[src/rtl/vec_normalize_unit_pkg.sv]
// Shared definitions for the vector-normalize block: FSM state encoding,
// FP16 constants and default vector geometry.
package vec_normalize_unit_pkg;

  localparam int N_ELEM_DEF = 32;
  localparam int W_DEF      = 16;

  localparam logic [15:0] FP16_ZERO = 16'h0000;
  localparam logic [15:0] FP16_ONE  = 16'h3C00;
  localparam logic [15:0] FP16_HALF = 16'h3800;

  typedef enum logic [2:0] {
    ST_IDLE,
    ST_REQ,
    ST_WAIT,
    ST_SCALE,
    ST_OUT
  } state_e;

endpackage

[src/rtl/vec_normalize_unit_fp16_mult.sv]
// fp16_mult: combinational IEEE binary16 multiply, round-to-nearest-even.
//   a_i, b_i : FP16 operands
//   p_o      : FP16 product
// Subnormal operands are treated as zero and results below the normal range
// flush to signed zero; overflow saturates to signed infinity. NaN operands are
// passed through unchanged, Inf keeps its magnitude (Inf * 0 gives a quiet NaN).
module fp16_mult
  import vec_normalize_unit_pkg::*;
(
  input  logic [15:0] a_i,
  input  logic [15:0] b_i,
  output logic [15:0] p_o
);

  logic        sgn, a_nan, b_nan, a_inf, b_inf, a_zero, b_zero;
  logic        norm, guard, sticky, rnd;
  logic [21:0] prod;
  logic [9:0]  frac;
  logic [10:0] mant_r;
  logic [7:0]  ea_x, eb_x;
  logic signed [7:0] exp_s;

  always_comb begin
    sgn    = a_i[15] ^ b_i[15];
    a_nan  = (a_i[14:10] == 5'h1F) && (a_i[9:0] != 10'h0);
    b_nan  = (b_i[14:10] == 5'h1F) && (b_i[9:0] != 10'h0);
    a_inf  = (a_i[14:10] == 5'h1F) && (a_i[9:0] == 10'h0);
    b_inf  = (b_i[14:10] == 5'h1F) && (b_i[9:0] == 10'h0);
    a_zero = (a_i[14:10] == 5'h00);
    b_zero = (b_i[14:10] == 5'h00);

    prod = {11'h0, 1'b1, a_i[9:0]} * {11'h0, 1'b1, b_i[9:0]};
    // product of two 1.f mantissas lies in [1,4); bit 21 flags the [2,4) case
    norm = prod[21];
    if (norm) begin
      frac   = prod[20:11];
      guard  = prod[10];
      sticky = |prod[9:0];
    end else begin
      frac   = prod[19:10];
      guard  = prod[9];
      sticky = |prod[8:0];
    end
    rnd    = guard & (sticky | frac[0]);
    mant_r = {1'b0, frac} + {10'h0, rnd};

    ea_x  = {3'b0, a_i[14:10]};
    eb_x  = {3'b0, b_i[14:10]};
    // mantissa rounding carry (mant_r[10]) bumps the exponent; fraction is then 0
    exp_s = $signed(ea_x) + $signed(eb_x) - 8'sd15
          + $signed({7'b0, norm}) + $signed({7'b0, mant_r[10]});

    p_o = {sgn, exp_s[4:0], mant_r[9:0]};
    if (exp_s >= 8'sd31)     p_o = {sgn, 5'h1F, 10'h0};
    else if (exp_s <= 8'sd0) p_o = {sgn, 15'h0};

    if (a_zero || b_zero)    p_o = {sgn, FP16_ZERO[14:0]};
    if (a_inf || b_inf)      p_o = (a_zero || b_zero) ? 16'h7E00 : {sgn, 5'h1F, 10'h0};
    if (b_nan)               p_o = b_i;
    if (a_nan)               p_o = a_i;
  end

endmodule

[src/rtl/vec_normalize_unit.sv]
// vec_normalize_unit: captures one N_ELEM x FP16 vector, requests 1/||v|| from
// the inverse-magnitude unit (start/done), then scales each element through a
// single shared fp16_mult, one element per cycle, and presents the unit-norm
// vector downstream with a valid/ready handshake.
//   clk, rst_n             clock, synchronous active-low reset
//   in_valid/in_ready      input vector handshake, in_vec_flat element i at [i*W +: W]
//   imu_start/imu_vec_flat start pulse and held vector to inverse-magnitude unit
//   imu_mag_inv/imu_done   result and its one-cycle done strobe
//   out_valid/out_ready    output handshake, out_vec_flat normalized vector
//   out_zero               qualifies out_valid: input magnitude was zero
//   err_timeout            sticky, done not seen within TIMEOUT cycles (0 disables)
module vec_normalize_unit
  import vec_normalize_unit_pkg::*;
#(
  parameter int N_ELEM  = N_ELEM_DEF,
  parameter int W       = W_DEF,
  parameter int TIMEOUT = 255
) (
  input  logic                clk,
  input  logic                rst_n,
  input  logic                in_valid,
  output logic                in_ready,
  input  logic [N_ELEM*W-1:0] in_vec_flat,
  output logic                imu_start,
  output logic [N_ELEM*W-1:0] imu_vec_flat,
  input  logic [W-1:0]        imu_mag_inv,
  input  logic                imu_done,
  output logic                out_valid,
  input  logic                out_ready,
  output logic [N_ELEM*W-1:0] out_vec_flat,
  output logic                out_zero,
  output logic                err_timeout
);

  localparam int IDX_W = $clog2(N_ELEM);
  localparam int TW    = 8;  // TIMEOUT is limited to 255

  state_e                     state_q;
  logic [N_ELEM-1:0][W-1:0]   vec_q, out_q;
  logic [W-1:0]               mag_q;
  logic [IDX_W-1:0]           idx_q;
  logic [TW-1:0]              timer_q;
  logic                       in_ready_q, imu_start_q, out_valid_q, out_zero_q, err_q;
  logic [W-1:0]               prod_d, elem_d;
  logic                       mag_zero_d;

  fp16_mult u_mul (
    .a_i (vec_q[idx_q]),
    .b_i (mag_q),
    .p_o (prod_d)
  );

  // zero magnitude means an all-zero input: force +0 rather than trust 0*x
  assign mag_zero_d = (mag_q == FP16_ZERO);
  assign elem_d     = mag_zero_d ? FP16_ZERO : prod_d;

  always_ff @(posedge clk) begin
    if (!rst_n) begin
      state_q     <= ST_IDLE;
      vec_q       <= '0;
      out_q       <= '0;
      mag_q       <= '0;
      idx_q       <= '0;
      timer_q     <= '0;
      in_ready_q  <= 1'b0;
      imu_start_q <= 1'b0;
      out_valid_q <= 1'b0;
      out_zero_q  <= 1'b0;
      err_q       <= 1'b0;
    end else begin
      imu_start_q <= 1'b0;
      case (state_q)
        ST_IDLE: begin
          in_ready_q <= 1'b1;
          if (in_valid && in_ready_q) begin
            vec_q       <= in_vec_flat;
            in_ready_q  <= 1'b0;
            imu_start_q <= 1'b1;  // visible exactly during REQ
            state_q     <= ST_REQ;
          end
        end
        ST_REQ: begin
          timer_q <= TW'(1);      // timer reads k during the k-th WAIT cycle
          state_q <= ST_WAIT;
        end
        ST_WAIT: begin
          if (imu_done) begin
            mag_q   <= imu_mag_inv;
            idx_q   <= '0;
            state_q <= ST_SCALE;
          end else if (TIMEOUT != 0 && timer_q == TW'(TIMEOUT)) begin
            err_q      <= 1'b1;
            in_ready_q <= 1'b1;
            state_q    <= ST_IDLE;
          end else begin
            timer_q <= timer_q + 1'b1;
          end
        end
        ST_SCALE: begin
          out_q[idx_q] <= elem_d;
          out_zero_q   <= mag_zero_d;
          if (idx_q == IDX_W'(N_ELEM - 1)) begin
            idx_q       <= '0;
            out_valid_q <= 1'b1;
            state_q     <= ST_OUT;
          end else begin
            idx_q <= idx_q + 1'b1;
          end
        end
        ST_OUT: begin
          if (out_ready) begin
            out_valid_q <= 1'b0;
            in_ready_q  <= 1'b1;
            state_q     <= ST_IDLE;
          end
        end
        default: state_q <= ST_IDLE;
      endcase
    end
  end

  assign in_ready     = in_ready_q;
  assign imu_start    = imu_start_q;
  assign imu_vec_flat = vec_q;
  assign out_valid    = out_valid_q;
  assign out_vec_flat = out_q;
  assign out_zero     = out_zero_q;
  assign err_timeout  = err_q;

endmodule

[config.mk]
export PLATFORM = sky130hd
export DESIGN_NAME = vec_normalize_unit
export DESIGN_NICKNAME = d
export VERILOG_FILES = /design/src/rtl/vec_normalize_unit_pkg.sv /design/src/rtl/vec_normalize_unit_fp16_mult.sv /design/src/rtl/vec_normalize_unit.sv
export SDC_FILE = /design/constraint.sdc
export NUM_CORES = 2
export LEC_CHECK = 0
export CAP_MARGIN = 25
export CORE_AREA = 4 4 600 602
export CTS_BUF_LIST = sky130_fd_sc_hd__clkbuf_8
export CTS_CLUSTER_SIZE = 28
export DETAILED_ROUTE_END_ITERATION = 12
export DIE_AREA = 0 0 604 606
export SKIP_LAST_GASP = 1
export SLEW_MARGIN = 25
export SYNTH_ARGS = -nofsm -noshare
export SYNTH_HDL_FRONTEND = slang
export SYNTH_SLANG_ARGS = --single-unit
[constraint.sdc]
create_clock -name clk -period 12.5 [get_ports clk]
set_input_delay 2.5 -clock clk [delete_from_list [all_inputs] [get_ports clk]]
set_output_delay 2.5 -clock clk [all_outputs]
set_load 0.1 [all_outputs]
==> metrics.cfg <==
[die]
fp-row-count = 219
dieArea_mm2 = 0.366
start_util_pct = 13.1
fp.dieH_um = 606
ioPinCount = 1562
die_width_um = 604
coreArea_mm2 = 0.355

[pwr]
vdd_ir_drop_max_v = 0.0000871
fin_total_pwr_w = 0.0116
p_clk_share_pct = 32.6
p_sw_w = 0.00516
seqPwrFrac_pct = 34.5
internal_power_w = 0.00648
p_comb_share_pct = 32.9
power_switching_share_pct = 44.3
p_leak_nw = 24.5
power_density_mw_per_mm2 = 162

[clock_network]
cts_tree = done
cts-root-buf = clkbuf_8
holdBufCountCts = 0
path_clk_slew_ns = 0.06
htree_num_levels = 4
clock_latency_ns = 1.06
cts_buffer_depth = 4
cts_made_buffers = 201
cts_sinks = 1061

[critical_path]
cp-end-kind = register
reg2reg_from = idx_q[0]
max_stage_delay_ns = 0.93
cp_num_buf_inv = 7
crit_slowest_cell = nand4b_1
path_delay_family = adder cells
cp_max_fo = 32
critPathRequiredTime_ns = 13.33
crit_type = register to register
rrSetupSlack_ns = 0.50
cpMostUsedCell = fa_1
reg2reg_to = out_vec_flat[85]
crit_arrival_ns = 12.83
ff2ff_path_depth = 41
startpoint_type = register

[global_routing]
grt.overflow.total = 0
grt_first_pass_wirelength_um = 495000
track_usage_pct = 20.5
antenna_found_initial = 215
grt_pass1_vias = 46900
grt_max_degree = 198

[routing]
route.detailed.wl_per_inst_um = 32.4
first_pass_iters = 6
drtIter0Drc = 5820
vias_per_cell = 4.21
drc = 0
ant_nets = 0
via_count = 51600
wl_um = 397000

[logic_synthesis]
ys_warn_count = 0
synth_commonest_cells = 1,598 x nand2_1, 1,061 x dfxtp_1, 897 x a21oi_1, 362 x clkbuf_1, 248 x mux2i_1
yosysSeqAreaShare_pct = 45.8
async_reset_ff_share_pct = 0
syn_inst = 5732
synth_area_per_cell_um2 = 8.09
yosysMostFrequentCell = nand2_1
synthFlopType = dfxtp_1
syn_nets = 6423
syn_area_mm2 = 0.0464
synth.top_cell.area_share_pct = 45.8
synth-seq-cells = 1061
synth_cell_types = 88
synth.area.top_cells = dfxtp_1 46%, nand2_1 13%, a21oi_1 9.7%, mux2i_1 5.4%, fa_1 3.5%
yosysTopAreaCell = dfxtp_1
synth_enable_flop_cells = 0

[cells_and_area]
drive_above_1_share_pct = 11.0
n_fill_cell = 39700
multi_input_area_mm2 = 0.0231
nets = 7900
regArea_mm2 = 0.0213
syn_to_final_growth_pct = 55.5

[min_path]
hold-path-endpoint = out_vec_flat[49]
hold_start = out_vec_flat[49]
hp-class = register to register
holdPathStages = 2

[job]
drv_cap = 0

[sta]
period_minus_slack_ns = 12.00
slew_viol_final = 0
finalSetupTns_ns = 0
finalSetupViolations = 0
rsz0062_at_grt = false
max_freq_mhz = 83.3
hold_violations = 0
post-route-period-util_pct = 96.0
slew_headroom_pct = 16.7
fin_skew_ns = 0.161
worst_pin_slew_ns = 1.25

[placement]
io_buffer_count = 1561
gp_congestion = 1.01
dp_hpwl_um = 325000

[run_status]
status = finished clean

[worst register-to-register path: cells and delay by family (launching register included)]
| kind | cells | cell delay [ns] |
|---|---|---|
| DFF | 1 | 0.65 |
| buffers and inverters | 7 | 0.88 |
| and+or+nand+nor | 13 | 3.05 |
| xor gates and xnor gates | 2 | 0.49 |
| AOI/OAI and AO/OA | 10 | 2.94 |
| adders and majority gates | 9 | 3.91 |
[stage by stage]
step	setup WS (ns)	hold WS, ns	cell area (µm²)	utilization, %	cells
3_3_place_gp	0.127	0.440	67500	19.0	11700
2_1_floorplan	2.19	0.458	46400	-	5732
6_report	0.496	0.450	72100	20.3	12300
4_1_cts	0.144	0.453	71700	20.2	12100
3_5_place_dp	0.163	0.445	67400	19.0	11800
5_1_grt	0.00817	0.466	72000	20.3	12200
[routing by layer]
metal	wire length, µm	GRT usage [%]	vias to the layer above	share of wire (%)
met5	290	0	-	0.073
met4	21900	10.4	44	5.5
met3	42100	7.09	728	11
met2	200000	36.0	3037	50
met1	133000	21.6	25200	34
li1	-	-	22500	-
[flip-flops by register name (all words and copies together) (netlist names)]
| register | flops |
|---|---|
| state_q | 3 |
| out_vec_flat | 512 |
| timer_q | 8 |
| mag_q | 16 |
| idx_q | 5 |
| imu_start | 1 |
| out_valid | 1 |
| err_timeout | 1 |
| imu_vec_flat | 512 |
| in_ready | 1 |
| out_zero | 1 |
[worst max-delay path by stage]
stage                         from  slack, ns                 to  cells past startpoint
after floorplan           idx_q[1]       2.19  out_vec_flat[325]                     43
after global placement    idx_q[1]       0.13  out_vec_flat[485]                     42
after detailed placement  idx_q[1]       0.16  out_vec_flat[501]                     42
after CTS                 idx_q[1]       0.14   out_vec_flat[69]                     42
after global routing      idx_q[0]      0.008   out_vec_flat[85]                     41
final                     idx_q[0]       0.50   out_vec_flat[85]                     41
[layout make-up]
type | instances | share of cell area [%]
antenna | 138 | 0.479
clock buffer | 254 | 4.85
clock inverter | 103 | 1.13
inverter | 131 | 0.693
multi-input combinational | 4084 | 32.1
sequential | 1061 | 29.5
tap | 4751 | 8.25
timing repair buffer | 1730 | 23.0
[power by group through the flow]
stage | Clock (W) | Combinational (W) | Sequential (W)
after global placement | 0 | 0.00384 | 0.00408
after global routing | 0.00401 | 0.00397 | 0.00402
after detailed placement | 0 | 0.00383 | 0.00408
after CTS | 0.00388 | 0.00384 | 0.00401
final | 0.00380 | 0.00383 | 0.00402
after floorplan | 0 | 0.000892 | 0.00542
[cell usage in the layout, fill, tap and decap left out, types with 82 or more instances in the layout]
cell type        synthesis  layout
nand3_1                118     117
a22oi_1                 98      98
nor2_1                 211     185
nor3_1                  92      90
fa_1                    82      82
a21oi_1                897     892
buf_4                   21     265
o22ai_1                122     121
nand2_1               1598    1591
diode_2                  0     138
clkbuf_8                 0     254
mux2i_1                248     234
dfxtp_1               1061    1056
o21ai_0                166     166
inv_1                  130     187
clkdlybuf4s50_1          0    1355
[kinds of logic after synthesis]
logic type,count (synthesis),share of synthesized area (%)
DFF,1061,45.8
adders and majority gates,158,5.59
xor gates and xnor gates,26,0.553
buffers and inverters,587,5.27
AOI/OAI and AO/OA,1441,17.1
and+or+nand+nor,2200,19.8
muxes,259,5.82
[timing repair]
item,in CTS,in global routing
setup buffers,0,5
setup endpoints to repair,0,328
gates resized for setup,0,5
Note: power is estimated with default switching activity, not from simulation.
